## config.mk

```make
export PLATFORM = sky130hd
export DESIGN_NAME = coeff_streamer_flat
export DESIGN_NICKNAME = d
export VERILOG_FILES = /design/src/rtl/undistort_pkg.sv /design/src/rtl/coeff_streamer_if.sv /design/src/rtl/coeff_queue.sv /design/src/rtl/coeff_streamer.sv /design/src/flat_wrapper.sv
export SDC_FILE = /design/constraint.sdc
export NUM_CORES = 1
export LEC_CHECK = 0
export BUFFER_PORTS_ARGS = -buffer_cell sky130_fd_sc_hd__buf_4
export CORE_MARGIN = 10
export CORE_UTILIZATION = 52
export CTS_CLUSTER_SIZE = 10
export DETAILED_ROUTE_END_ITERATION = 10
export GPL_TIMING_DRIVEN = 0
export PLACE_DENSITY = 0.72
export SYNTH_ARGS = -nofsm -noshare
export SYNTH_HDL_FRONTEND = slang
export SYNTH_HIERARCHICAL = 1
export SYNTH_SLANG_ARGS = --single-unit
export TNS_END_PERCENT = 100
```

## constraint.sdc

```tcl
create_clock -name clk -period 4.63 [get_ports clk]
set_input_delay 0.6945 -clock clk [delete_from_list [all_inputs] [get_ports clk]]
set_output_delay 0.6945 -clock clk [all_outputs]
set_load 0.05 [all_outputs]
```

## src/rtl/undistort_pkg.sv

```systemverilog
// Shared constants, FSM encoding and coefficient-set type for the undistortion datapath.
package undistort_pkg;
   localparam int FRAC_W = 5;
   localparam int COEFF_W = 10;
   localparam logic [COEFF_W-1:0] COEFF_MAX = 10'd1023;

   typedef enum logic [1:0] {
      ST_IDLE  = 2'd0,
      ST_RUN   = 2'd1,
      ST_DRAIN = 2'd2
   } state_t;

   typedef struct packed {
      logic [COEFF_W-1:0] tl;
      logic [COEFF_W-1:0] tr;
      logic [COEFF_W-1:0] bl;
      logic [COEFF_W-1:0] br;
   } coeff_set_t;

   // Only (32-0)*(32-0)=1024 can reach bit 10, so clamp that single case.
   function automatic logic [COEFF_W-1:0] sat_coeff(input logic [COEFF_W:0] v);
      return v[COEFF_W] ? COEFF_MAX : v[COEFF_W-1:0];
   endfunction
endpackage

```

## src/rtl/coeff_streamer_if.sv

```systemverilog
// Map-read and coefficient-output bundle: master drives reads/sets, slave serves map data and out_ready.
interface coeff_streamer_if #(parameter int ADDR_W = 19);
   import undistort_pkg::*;
   logic               map_rd_en;
   logic [ADDR_W-1:0]  map_addr;
   logic [9:0]         map_data;
   logic               out_ready;
   logic               out_valid;
   logic [COEFF_W-1:0] coeff_tl;
   logic [COEFF_W-1:0] coeff_tr;
   logic [COEFF_W-1:0] coeff_bl;
   logic [COEFF_W-1:0] coeff_br;

   modport master (
      output map_rd_en, map_addr, out_valid, coeff_tl, coeff_tr, coeff_bl, coeff_br,
      input  map_data, out_ready
   );
   modport slave (
      input  map_rd_en, map_addr, out_valid, coeff_tl, coeff_tr, coeff_bl, coeff_br,
      output map_data, out_ready
   );
endinterface

```

## src/rtl/coeff_queue.sv

```systemverilog
// 4-entry coefficient-set FIFO; head is valid the cycle after push, pop when not empty.
module coeff_queue
   import undistort_pkg::*;
(
   input  logic       clk,
   input  logic       rst,
   input  logic       push,
   input  coeff_set_t push_dat,
   input  logic       pop,
   output coeff_set_t head,
   output logic [2:0] count,
   output logic       full,
   output logic       empty
);
   coeff_set_t mem [4];
   logic [1:0] wr_ptr;
   logic [1:0] rd_ptr;
   logic       do_push;
   logic       do_pop;

   assign empty   = (count == 3'd0);
   assign full    = (count == 3'd4);
   assign do_pop  = pop && !empty;
   assign do_push = push && (!full || do_pop);
   assign head    = mem[rd_ptr];

   always_ff @(posedge clk) begin
      if (rst) begin
         wr_ptr <= '0;
         rd_ptr <= '0;
         count  <= '0;
         for (int i = 0; i < 4; i++) mem[i] <= '0;
      end else begin
         if (do_push) begin
            mem[wr_ptr] <= push_dat;
            wr_ptr      <= wr_ptr + 2'd1;
         end
         if (do_pop) rd_ptr <= rd_ptr + 2'd1;
         count <= count + {2'b0, do_push} - {2'b0, do_pop};
      end
   end
endmodule

```

## src/rtl/coeff_streamer.sv

```systemverilog
// Reads a frame of map entries and emits bilinear weight sets; map_rd_en to out_valid is 3 cycles.
// Backpressure via out_ready into a 4-entry queue; COEFF_STREAMER_PERF_EN adds the stall_cycles counter.
module coeff_streamer
   import undistort_pkg::*;
#(
   parameter int NUM_PIXELS = 307200,
   parameter int ADDR_W     = 19
) (
   input  logic              clk,
   input  logic              rst,
   input  logic              start,
   coeff_streamer_if.master  bus,
   output logic              busy,
   output logic              done
`ifdef COEFF_STREAMER_PERF_EN
   ,
   output logic [31:0]       stall_cycles
`endif
);
   localparam logic [ADDR_W-1:0] LAST_ADDR = ADDR_W'(NUM_PIXELS - 1);

   state_t            state, state_nxt;
   logic [ADDR_W-1:0] rd_cnt;
   logic [ADDR_W-1:0] map_addr;
   logic              rd_en, d_vld, p_vld;
   coeff_set_t        p_dat, w, head;
   logic [2:0]        q_count;
   logic              q_full, q_empty;
   logic              pop, issue, enter_run, pipe_empty;
   logic [3:0]        pending;
   logic [FRAC_W-1:0] fx, fy;
   logic [FRAC_W:0]   inv_x, inv_y;
   logic [COEFF_W:0]  tl_raw;

   assign pop        = !q_empty && bus.out_ready;
   // Slots committed after this edge, excluding a read issued now.
   assign pending    = {1'b0, q_count} + {3'b0, p_vld} + {3'b0, d_vld} + {3'b0, rd_en} - {3'b0, pop};
   assign pipe_empty = !rd_en && !d_vld && !p_vld && q_empty;
   assign enter_run  = (state == ST_IDLE) && start;
   assign busy       = (state != ST_IDLE);

   always_ff @(posedge clk) begin
      if (rst) state <= ST_IDLE;
      else     state <= state_nxt;
   end

   always_comb begin
      state_nxt = state;
      issue     = 1'b0;
      done      = 1'b0;
      case (state)
         ST_IDLE:  if (start) state_nxt = ST_RUN;
         ST_RUN: begin
            issue = (pending < 4'd4);
            if (issue && rd_cnt == LAST_ADDR) state_nxt = ST_DRAIN;
         end
         ST_DRAIN: if (pipe_empty) begin
            state_nxt = ST_IDLE;
            done      = 1'b1;
         end
         default:  state_nxt = ST_IDLE;
      endcase
   end

   always_comb begin
      fx      = bus.map_data[9:5];
      fy      = bus.map_data[4:0];
      inv_x   = 6'd32 - {1'b0, fx};
      inv_y   = 6'd32 - {1'b0, fy};
      tl_raw  = {5'd0, inv_x} * {5'd0, inv_y};
      w       = '0;
      w.tl    = sat_coeff(tl_raw);
      w.tr    = {5'd0, fx} * {4'd0, inv_y};
      w.bl    = {4'd0, inv_x} * {5'd0, fy};
      w.br    = {5'd0, fx} * {5'd0, fy};
   end

   always_ff @(posedge clk) begin
      if (rst) begin
         rd_en    <= 1'b0;
         d_vld    <= 1'b0;
         p_vld    <= 1'b0;
         rd_cnt   <= '0;
         map_addr <= '0;
         p_dat    <= '0;
      end else begin
         rd_en <= issue;
         d_vld <= rd_en;
         p_vld <= d_vld;
         if (enter_run) begin
            rd_cnt   <= '0;
            map_addr <= '0;
         end else if (issue) begin
            map_addr <= rd_cnt;
            rd_cnt   <= rd_cnt + ADDR_W'(1);
         end
         if (d_vld) p_dat <= w;
      end
   end

   coeff_queue u_queue (
      .clk      (clk),
      .rst      (rst),
      .push     (p_vld),
      .push_dat (p_dat),
      .pop      (pop),
      .head     (head),
      .count    (q_count),
      .full     (q_full),
      .empty    (q_empty)
   );

   assert property (@(posedge clk) disable iff (rst) !(q_full && p_vld && !pop));

   assign bus.map_rd_en = rd_en;
   assign bus.map_addr  = map_addr;
   assign bus.out_valid = !q_empty;
   assign bus.coeff_tl  = head.tl;
   assign bus.coeff_tr  = head.tr;
   assign bus.coeff_bl  = head.bl;
   assign bus.coeff_br  = head.br;

`ifdef COEFF_STREAMER_PERF_EN
   always_ff @(posedge clk) begin
      if (rst || enter_run) stall_cycles <= '0;
      else if (bus.out_valid && !bus.out_ready && stall_cycles != 32'hFFFF_FFFF)
         stall_cycles <= stall_cycles + 32'd1;
   end
`endif
endmodule

```

## src/flat_wrapper.sv

```systemverilog
// flat-port wrapper written by rule: the top's interface ports become plain ports
module coeff_streamer_flat import undistort_pkg::*;
#(
   parameter int NUM_PIXELS = 307200,
   parameter int ADDR_W     = 19
)
  (clk, rst, start, busy, done, bus_map_rd_en, bus_map_addr, bus_out_valid, bus_coeff_tl, bus_coeff_tr, bus_coeff_bl, bus_coeff_br, bus_map_data, bus_out_ready);
  coeff_streamer_if #(.ADDR_W(ADDR_W)) bus_i ();
  input  logic clk;
  input  logic rst;
  input  logic start;
  output logic busy;
  output logic done;
  output wire logic [$bits(bus_i.map_rd_en)-1:0] bus_map_rd_en;
  output wire logic [$bits(bus_i.map_addr)-1:0] bus_map_addr;
  output wire logic [$bits(bus_i.out_valid)-1:0] bus_out_valid;
  output wire logic [$bits(bus_i.coeff_tl)-1:0] bus_coeff_tl;
  output wire logic [$bits(bus_i.coeff_tr)-1:0] bus_coeff_tr;
  output wire logic [$bits(bus_i.coeff_bl)-1:0] bus_coeff_bl;
  output wire logic [$bits(bus_i.coeff_br)-1:0] bus_coeff_br;
  input wire logic [$bits(bus_i.map_data)-1:0] bus_map_data;
  input wire logic [$bits(bus_i.out_ready)-1:0] bus_out_ready;
  assign bus_map_rd_en = bus_i.map_rd_en;
  assign bus_map_addr = bus_i.map_addr;
  assign bus_out_valid = bus_i.out_valid;
  assign bus_coeff_tl = bus_i.coeff_tl;
  assign bus_coeff_tr = bus_i.coeff_tr;
  assign bus_coeff_bl = bus_i.coeff_bl;
  assign bus_coeff_br = bus_i.coeff_br;
  assign bus_i.map_data = bus_map_data;
  assign bus_i.out_ready = bus_out_ready;
  coeff_streamer #(.NUM_PIXELS(NUM_PIXELS), .ADDR_W(ADDR_W)) u_core (.clk(clk), .rst(rst), .start(start), .bus(bus_i), .busy(busy), .done(done));
endmodule
```

* After elaboration in Yosys (flattened, before gate mapping)
Memories as Yosys holds them, arrays and structs flattened. A register that Yosys moved wholly into a read port is not among the register bits. Cells that the tools add are included.
Operators by class: add/subtract/negate cells 11, $mul 4, div/mod/pow operators 0, $lt $le $gt $ge 1, equality and inequality tests 7, shifts and indexed selects 0, multiplexer cells 18, bitwise operators 0, reductions and logical operators 20
Operators by type and width (number):
- 40-bit two-way mux | 1
- 40-bit OR reduction | 1
- 19-bit by 1-bit adder with 19-bit output, second input constant | 1
- 19-bit == test, second input constant | 1
- 2-bit two-way mux | 6
- 6-bit by 5-bit subtractor with 6-bit output, first input constant | 2
- 6-bit by 6-bit multiplier with 11-bit output | 1
- 5-bit by 5-bit multiplier with 10-bit output | 1
- 5-bit by 6-bit multiplier with 10-bit output | 1
- 6-bit by 5-bit multiplier with 10-bit output | 1
- 10-bit two-way mux | 1
- 1-bit two-way mux | 9
- 4-bit by 1-bit adder with 4-bit output | 2
- 1-bit logical AND | 8
- 2-bit case mux with 3 select lines | 1
- 1-bit zero test | 5
- 2-bit by 1-bit adder with 2-bit output, second input constant | 2
- 3-bit by 1-bit adder with 4-bit output | 1
- 4-bit by 3-bit < comparator with 1-bit output, second input constant | 1
- 2-bit by 1-bit != test with 1-bit output, second input constant | 2
- 4-bit by 1-bit subtractor with 4-bit output | 1
- 3-bit by 1-bit adder with 3-bit output | 1
- 3-bit == test, second input constant | 1
- 3-bit zero test | 1
- 9 further kinds | 9
Word-level totals: bits in registers 90, bits in latches 0, memory bits (writable) 160, ROM bits 0, input port bits 14, output and inout port bits 63, word-level logic and storage cells 75, memories kept 1
Memories:
- u_core.u_queue.mem | depth 4, width 40, rd ports 1, clocked after memory_dff 1, write ports 4, RTL line coeff_queue.sv:15 | coeff_set_t mem [4];

* Longest topological paths before layout
Gate-level depths: netlist (run 1).
depth in word-level cells 11, depth in mapped cells 19, depth with buffers taken out 18

* Modules after synthesis
Netlist (run 1), hierarchy kept.
By module, submodules not included:
- coeff_queue | instances 1, cells each 435, area each 7300.8 um^2, sequential area each 4984.8 um^2
- coeff_streamer | instances 1, cells each 769, area each 6691.4 um^2, sequential area each 1621.6 um^2

* Worst setup path after synthesis (run 1)
No wires, ideal clock.
kind input -> register, start point in bus_map_data[0], end point reg u_core/p_dat[31] (netlist bit), arrival time 4.862 ns, data required time 4.539 ns, slack -0.323 ns, stages on the path 18, buffers on the path 1, cells stage by stage clkbuf_1 > inv_1 > ha_1 > nand2_1 > xor2_1 > and2_1 > fa_1 > fa_1 > inv_1 > fa_1 > inv_1 > ha_1 > a21o_1 > a21oi_1 > o21ai_1 > a31oi_2 > xnor2_2 > a311oi_1
On the way: cells in the longest elaborated chain, start to end 3
RTL lines:
- from (decl) | RTL line flat_wrapper.sv:21 | input wire logic [$bits(bus_i.map_data)-1:0] bus_map_data;
- 6-bit by 5-bit subtractor with 6-bit output | RTL line coeff_streamer.sv:69 | inv_y = 6'd32 - {1'b0, fy};
- 6-bit by 6-bit multiplier with 11-bit output | RTL line coeff_streamer.sv:70 | tl_raw = {5'd0, inv_x} * {5'd0, inv_y};
- 10-bit two-way mux | RTL line undistort_pkg.sv:22 | return v[COEFF_W] ? COEFF_MAX : v[COEFF_W-1:0];
- to (signal assigned) | RTL line coeff_streamer.sv:97 | if (d_vld) p_dat <= w;
- to (decl) | RTL line coeff_streamer.sv:26 | coeff_set_t p_dat, w, head;
Every way passes these cells. A chain may end at the register's enable or synchronous reset.

* Worst setup path in the final report (run 1)
start point in bus_map_data[5], end point reg u_core/p_dat[39] (netlist bit)
On the way: cells in the longest elaborated chain, start to end 3
RTL lines:
- 6-bit by 5-bit subtractor with 6-bit output | RTL line coeff_streamer.sv:68 | inv_x = 6'd32 - {1'b0, fx};
- 6-bit by 6-bit multiplier with 11-bit output | RTL line coeff_streamer.sv:70
- 10-bit two-way mux | RTL line undistort_pkg.sv:22
Every way passes these cells.

==> results of run 1 <==
-- area by class of cell --
type	count	area, um2	share of cell area
buffer	59	244	0.0150
clock buffer	49	821	0.0505
clock inverter	2	16.3	0.00100
inverter	89	334	0.0206
multi-input combinational	805	7080	0.435
sequential	250	6610	0.406
tap	335	419	0.0258
timing repair buffer	91	736	0.0453
-- stage by stage --
| step | cell area [um2] | std cells | hold WS, ns | utilization | TNS (ns) |
|---|---|---|---|---|---|
| 6_report | 16300 | 1680 | 0.454 | 0.619 | 0 |
| 3_3_place_gp | 15100 | 1612 | 0.446 | 0.574 | -52.98 |
| 2_1_floorplan | 14100 | 1203 | 0.453 | - | -0.0282 |
| 3_5_place_dp | 15200 | 1615 | 0.449 | 0.577 | -12.26 |
| 4_1_cts | 16100 | 1673 | 0.456 | 0.614 | 0 |
| 5_1_grt | 16300 | 1680 | 0.471 | 0.619 | -0.137 |
-- power by group --
| part | leakage, nW | switching (mW) | internal (mW) | total (mW) |
|---|---|---|---|---|
| combinational | 3.78 | 0.642 | 0.457 | 1.10 |
| sequential | 2.38 | 0.0461 | 2.44 | 2.49 |
| clock | 0.398 | 0.821 | 1.19 | 2.01 |
| total | 6.56 | 1.51 | 4.09 | 5.60 |
-- cell usage in the layout (no fill, tap or decap), types with 16 or more instances in the layout --
master and count:
nor2_1 69, a21oi_1 34, mux2i_1 17, and2_1 212, dfxtp_1 90, mux4_2 40, xnor2_1 31, clkbuf_1 65
inv_1 88, xor2_1 19, nand2_1 90, edfxtp_1 160, clkbuf_16 29, nand3_1 16, ha_1 76, buf_4 88
fa_1 49
-- worst min-delay path by stage --
stage / slack, ns / endpoint / cells after the start / startpoint
6_report: 0.45 / u_core/bus.map_addr[0] / 2 / u_core/bus.map_addr[0]
5_1_grt: 0.47 / u_core/bus.map_addr[12] / 2 / u_core/bus.map_addr[12]
4_1_cts: 0.46 / u_core/bus.map_addr[2] / 2 / u_core/bus.map_addr[2]
3_5_place_dp: 0.45 / u_core/bus.map_addr[2] / 2 / u_core/bus.map_addr[2]
3_3_place_gp: 0.45 / u_core/bus.map_addr[3] / 2 / u_core/bus.map_addr[3]
2_1_floorplan: 0.45 / u_core/bus.map_addr[7] / 2 / u_core/rd_cnt[7]
-- sequential cells by signal, summed over array words and instances, names as in the netlist, 2 cells and up, named ones only --
| name | count |
|---|---|
| u_core/p_dat | 38 |
| u_core/state | 2 |
| u_core/u_queue/wr_ptr | 2 |
| u_core/rd_cnt | 19 |
| u_core/bus.map_addr | 19 |
| u_core/u_queue/rd_ptr | 2 |
| u_core/u_queue/mem | 160 |
| u_core/u_queue/count | 3 |
-- routing by layer --
layer	wire length [um]	vias to the layer above	track usage
met2	14700	194	0.303
met1	13600	4420	0.237
met5	0	-	0
met3	1430	31	0.0245
met4	405	0	0.0439
li1	-	4374	-
-- worst max-delay path: cells and delay by family --
family	cells	cell delay, ns
adder cells (fa/ha/maj)	5	2.00
AO/OA/AOI/OAI	3	0.55
buffers and inverters	5	0.51
AND/OR/NAND/NOR	4	0.77
XOR/XNOR	2	0.36
-- what timing repair did --
action,in CTS,in global routing
resized for setup,8,14
pin swaps,2,5
buffers inserted,7,7
endpoints found under the setup margin,12,14
==> flow_metrics.tcl, run 1 <==
set metrics [dict create \
    n_antenna_cell 0 \
    syn_area_um2 14000 \
    path_class "input port to register" \
    startpoint "bus_map_data[5]" \
    htreeDepth 1 \
    dieArea_um2 33900 \
    initial_core_util 0.532 \
    ys_warn_count 6 \
    r2r_start "u_core/d_vld" \
    dr.pass1.iters 4 \
    grt_pass1_vias 9283 \
    die_h_um 184 \
    worstSetupEndpointType "register" \
    drc_errors 0 \
    fin_crit_ns 4.49 \
    finalClockSkew_ns 0.0236 \
    grt_pass1_wl_um 48700 \
    wl_um 30100 \
    gp_congestion 0.873 \
    max-cap-violations 0 \
    drt_iter0_drc 525 \
    vdd_drop_max_mv 0.282 \
    r2r_cells 13 \
    grt-ovfl-total 0 \
    die_x_um 184 \
    finalNetCount 1470 \
    antenna_found_initial 0 \
    rrSetupSlack_ns 0.80 \
    post_drt_wl_per_cell_um 17.9 \
    tightest_slew_ns 1.08 \
    cp_slowest_cell "fa_1" \
    cts_inserted_buffers 29 \
    hp-class "register to register" \
    vias 9019 \
    total_leakage_power_nw 6.56 \
    r2r_end "u_core/bus.map_addr[4]" \
    via_per_inst 5.37 \
    drive_gt1_frac 0.164 \
    finalHoldViolCount 0 \
    maxSlewViolCount 0 \
    place_hpwl_um 22100 \
    fillers 2117 \
    cts_hold_repair.buffers 0 \
    cp.required_ns 5.05 \
    clockBufferDepth 3 \
    synth_nets 1348 \
    tritoncts "yes" \
    clock-sinks 250 \
    pwr_density_cell_nw_per_um2 344 \
    ios 77 \
    slowest_delay_ns 0.54 \
    grt_util_all_layers 0.179 \
    grt_start_max_net_pins 41 \
    worstPathCellList "buf_4 > clkbuf_4 > inv_2 > ha_4 > nor3b_4 > xnor2_4 > and2_1 > fa_1 > inv_1 > fa_1 > fa_1 > inv_1 > ha_1 > nor2b_1 > nor3_2 > o21bai_1 > a21oi_1 > xor2_1 > a311oi_1" \
    core_area_um2 26300 \
    crit_path_start_kind "input port" \
    slew_headroom 0.280 \
    preCtsSetupSlack_ns -0.953 \
    status "finished, final reports clean" \
    fmax_mhz 223 \
    path_clk_slew_ns 0.05 \
    critPathCapture "u_core/p_dat[39]" \
    cp_common_cell "fa_1" \
    cp_max_fo 10 \
    portBuffers 74 \
    drt.antenna.violating_nets 0 \
    synth.avg_cell_area_um2 11.6 \
    worst_slack_ns 0.144 \
    cts_root_buf "clkbuf_16" \
    cp.arrival_ns 4.91 \
    clock_latency_ns 0.54 \
    synthToLayoutAreaGrowth_pct 16.2 \
    total_power_mw 5.60 \
    period_share 0.969 \
    rows 59 \
    syn_inst 1203 \
    setup_viol 0 \
]
Power figures use the tool's default switching activity.
==> run 2: changes to the inputs <==
ABC_AREA = 1   (was unset)
==> flow_metrics.tcl, run 2 <==
set metrics [dict create \
    synthToLayoutAreaGrowth_pct 13.1 \
    finalNetCount 2067 \
    grt_start_max_net_pins 28 \
    finalClockSkew_ns 0.0135 \
    grt_pass1_wl_um 60300 \
    grt_busiest_layer "met2" \
    slew_headroom 0.358 \
    core_area_um2 28900 \
    cp_max_fo 9 \
    cts-resized-gates 0 \
    postLayoutCellArea_um2 17300 \
    antenna_found_initial 0 \
    ios 77 \
    place_inst 2275 \
    cp_common_cell "inv_1" \
    initial_core_util 0.529 \
    rsz0062_at_grt "no" \
    worstSetupEndpointType "register" \
    cp.required_ns 5.10 \
    use_met1 0.262 \
    hp-class "input port to register" \
    finalHoldViolCount 0 \
    vias 12100 \
    drt_iter0_drc 986 \
    layout_common_cells "nor2_1 (321), nand2_1 (302), inv_1 (255), edfxtp_1 (160), o21ai_0 (108)" \
    grt-ovfl-total 0 \
    total_power_mw 5.67 \
    ys_warn_count 6 \
    status "finished, final reports clean" \
    via_per_inst 5.18 \
    instances_no_fill 2325 \
    worstPathCellList "buf_4 > inv_1 > ha_1 > clkbuf_1 > inv_1 > nor2_1 > fa_1 > fa_1 > inv_1 > fa_1 > inv_1 > ha_1 > nand2_1 > nor2_1 > a21oi_1 > nand3_4 > nand3_1 > nand2_1 > inv_1" \
    die_x_um 191 \
    postCtsSetupBuffers 0 \
    die_h_um 191 \
    dieArea_um2 36600 \
    path_class "input port to register" \
    setup_viol 0 \
    gp_congestion 0.936 \
    synth.avg_cell_area_um2 8.42 \
    wl_um 36800 \
    dr.pass1.iters 5 \
    rrSetupSlack_ns 1.60 \
    top_register "u_core/u_queue/mem" \
    slowest_delay_ns 0.54 \
    total_leakage_power_nw 7.44 \
    drt.antenna.violating_nets 0 \
    fin_crit_ns 4.39 \
    max-cap-violations 0 \
    syn_area_um2 15300 \
    cts_root_buf "clkbuf_16" \
    cp_slowest_cell "fa_1" \
    top_regs "u_core/u_queue/mem x160, u_core/p_dat x38" \
    clock-sinks 250 \
    fmax_mhz 228 \
    tightest_slew_ns 0.960 \
    clock_latency_ns 0.53 \
    vdd_drop_max_mv 0.264 \
    path_clk_slew_ns 0.06 \
    grt_pass1_vias 12000 \
    crit_path_start_kind "input port" \
    largest_reg_flops 160 \
    place_hpwl_um 26800 \
    cts_inserted_buffers 29 \
    synth_nets 1959 \
    grt_util_all_layers 0.201 \
    drc_errors 0 \
    dpl_cell_area_um2 16400 \
    tritoncts "yes" \
    postLayoutCoreUtil 0.599 \
    pwr_density_cell_nw_per_um2 328 \
    n_antenna_cell 0 \
    post_drt_wl_per_cell_um 15.8 \
    htreeDepth 1 \
    drive_gt1_frac 0.133 \
    portBuffers 73 \
    clockBufferDepth 3 \
    hold_slack_ns 0.385 \
    cp_top_family "adder cells" \
    maxSlewViolCount 0 \
    period_share 0.948 \
    crit_buf_inv 7 \
    cts_hold_repair.buffers 0 \
    final_common_cell "nor2_1" \
    rows 62 \
    met3_usage 0.0228 \
    syn_inst 1814 \
    use_met2 0.347 \
    cp.arrival_ns 4.86 \
]
[run 2: final timing paths]
path | cells after the start | end | startpoint
worst max-delay path | 19 | u_core/p_dat[31] | bus_map_data[6]
worst min-delay path | 2 | u_core/u_queue/count[0] | rst
worst max register to register | 16 | u_core/bus.map_addr[0] | u_core/d_vld
worst min register to register | 2 | u_core/bus.map_addr[11] | u_core/bus.map_addr[11]
[run 2: stage by stage]
step                      setup TNS, ns  setup slack [ns]
after global routing                  0           0.00341
after floorplan                       0            0.0638
after detailed placement          -3.27            -0.297
final                                 0             0.242
after CTS                             0             0.241
after global placement          -221.08             -2.42
[run 2: per-layer routing]
layer	wire length (um)	vias to the layer above
li1	-	5998
met1	16000	5669
met2	18000	344
met3	2220	39
met4	523	0
met5	0	-
[run 2: layout make-up]
class,instances,area [um2]
well taps,384,480
clock inverters,2,35.0
repair buffers,77,643
fillers,2490,11600
clock buffers,48,797
flip-flops and latches,250,6610
multi-input cells,1180,7130
inverters,303,1140
plain buffers,81,442
[run 2: worst reg2reg max path, stage by stage (launching register included)]
cell,delay (ns)
dfxtp_1,0.29
buf_2,0.18
inv_2,0.16
clkbuf_1,0.45
ha_1,0.22
inv_1,0.04
fa_1,0.36
ha_1,0.28
nand3_1,0.09
nand2_1,0.05
nand2_1,0.05
nand2_1,0.07
nand3_2,0.12
clkinv_2,0.20
buf_6,0.20
nand2_1,0.07
a21oi_1,0.06
[run 2: report_power, final]
| group | switching [mW] | internal (mW) |
|---|---|---|
| combinational | 0.767 | 0.398 |
| clock | 0.810 | 1.21 |
| sequential | 0.0341 | 2.45 |
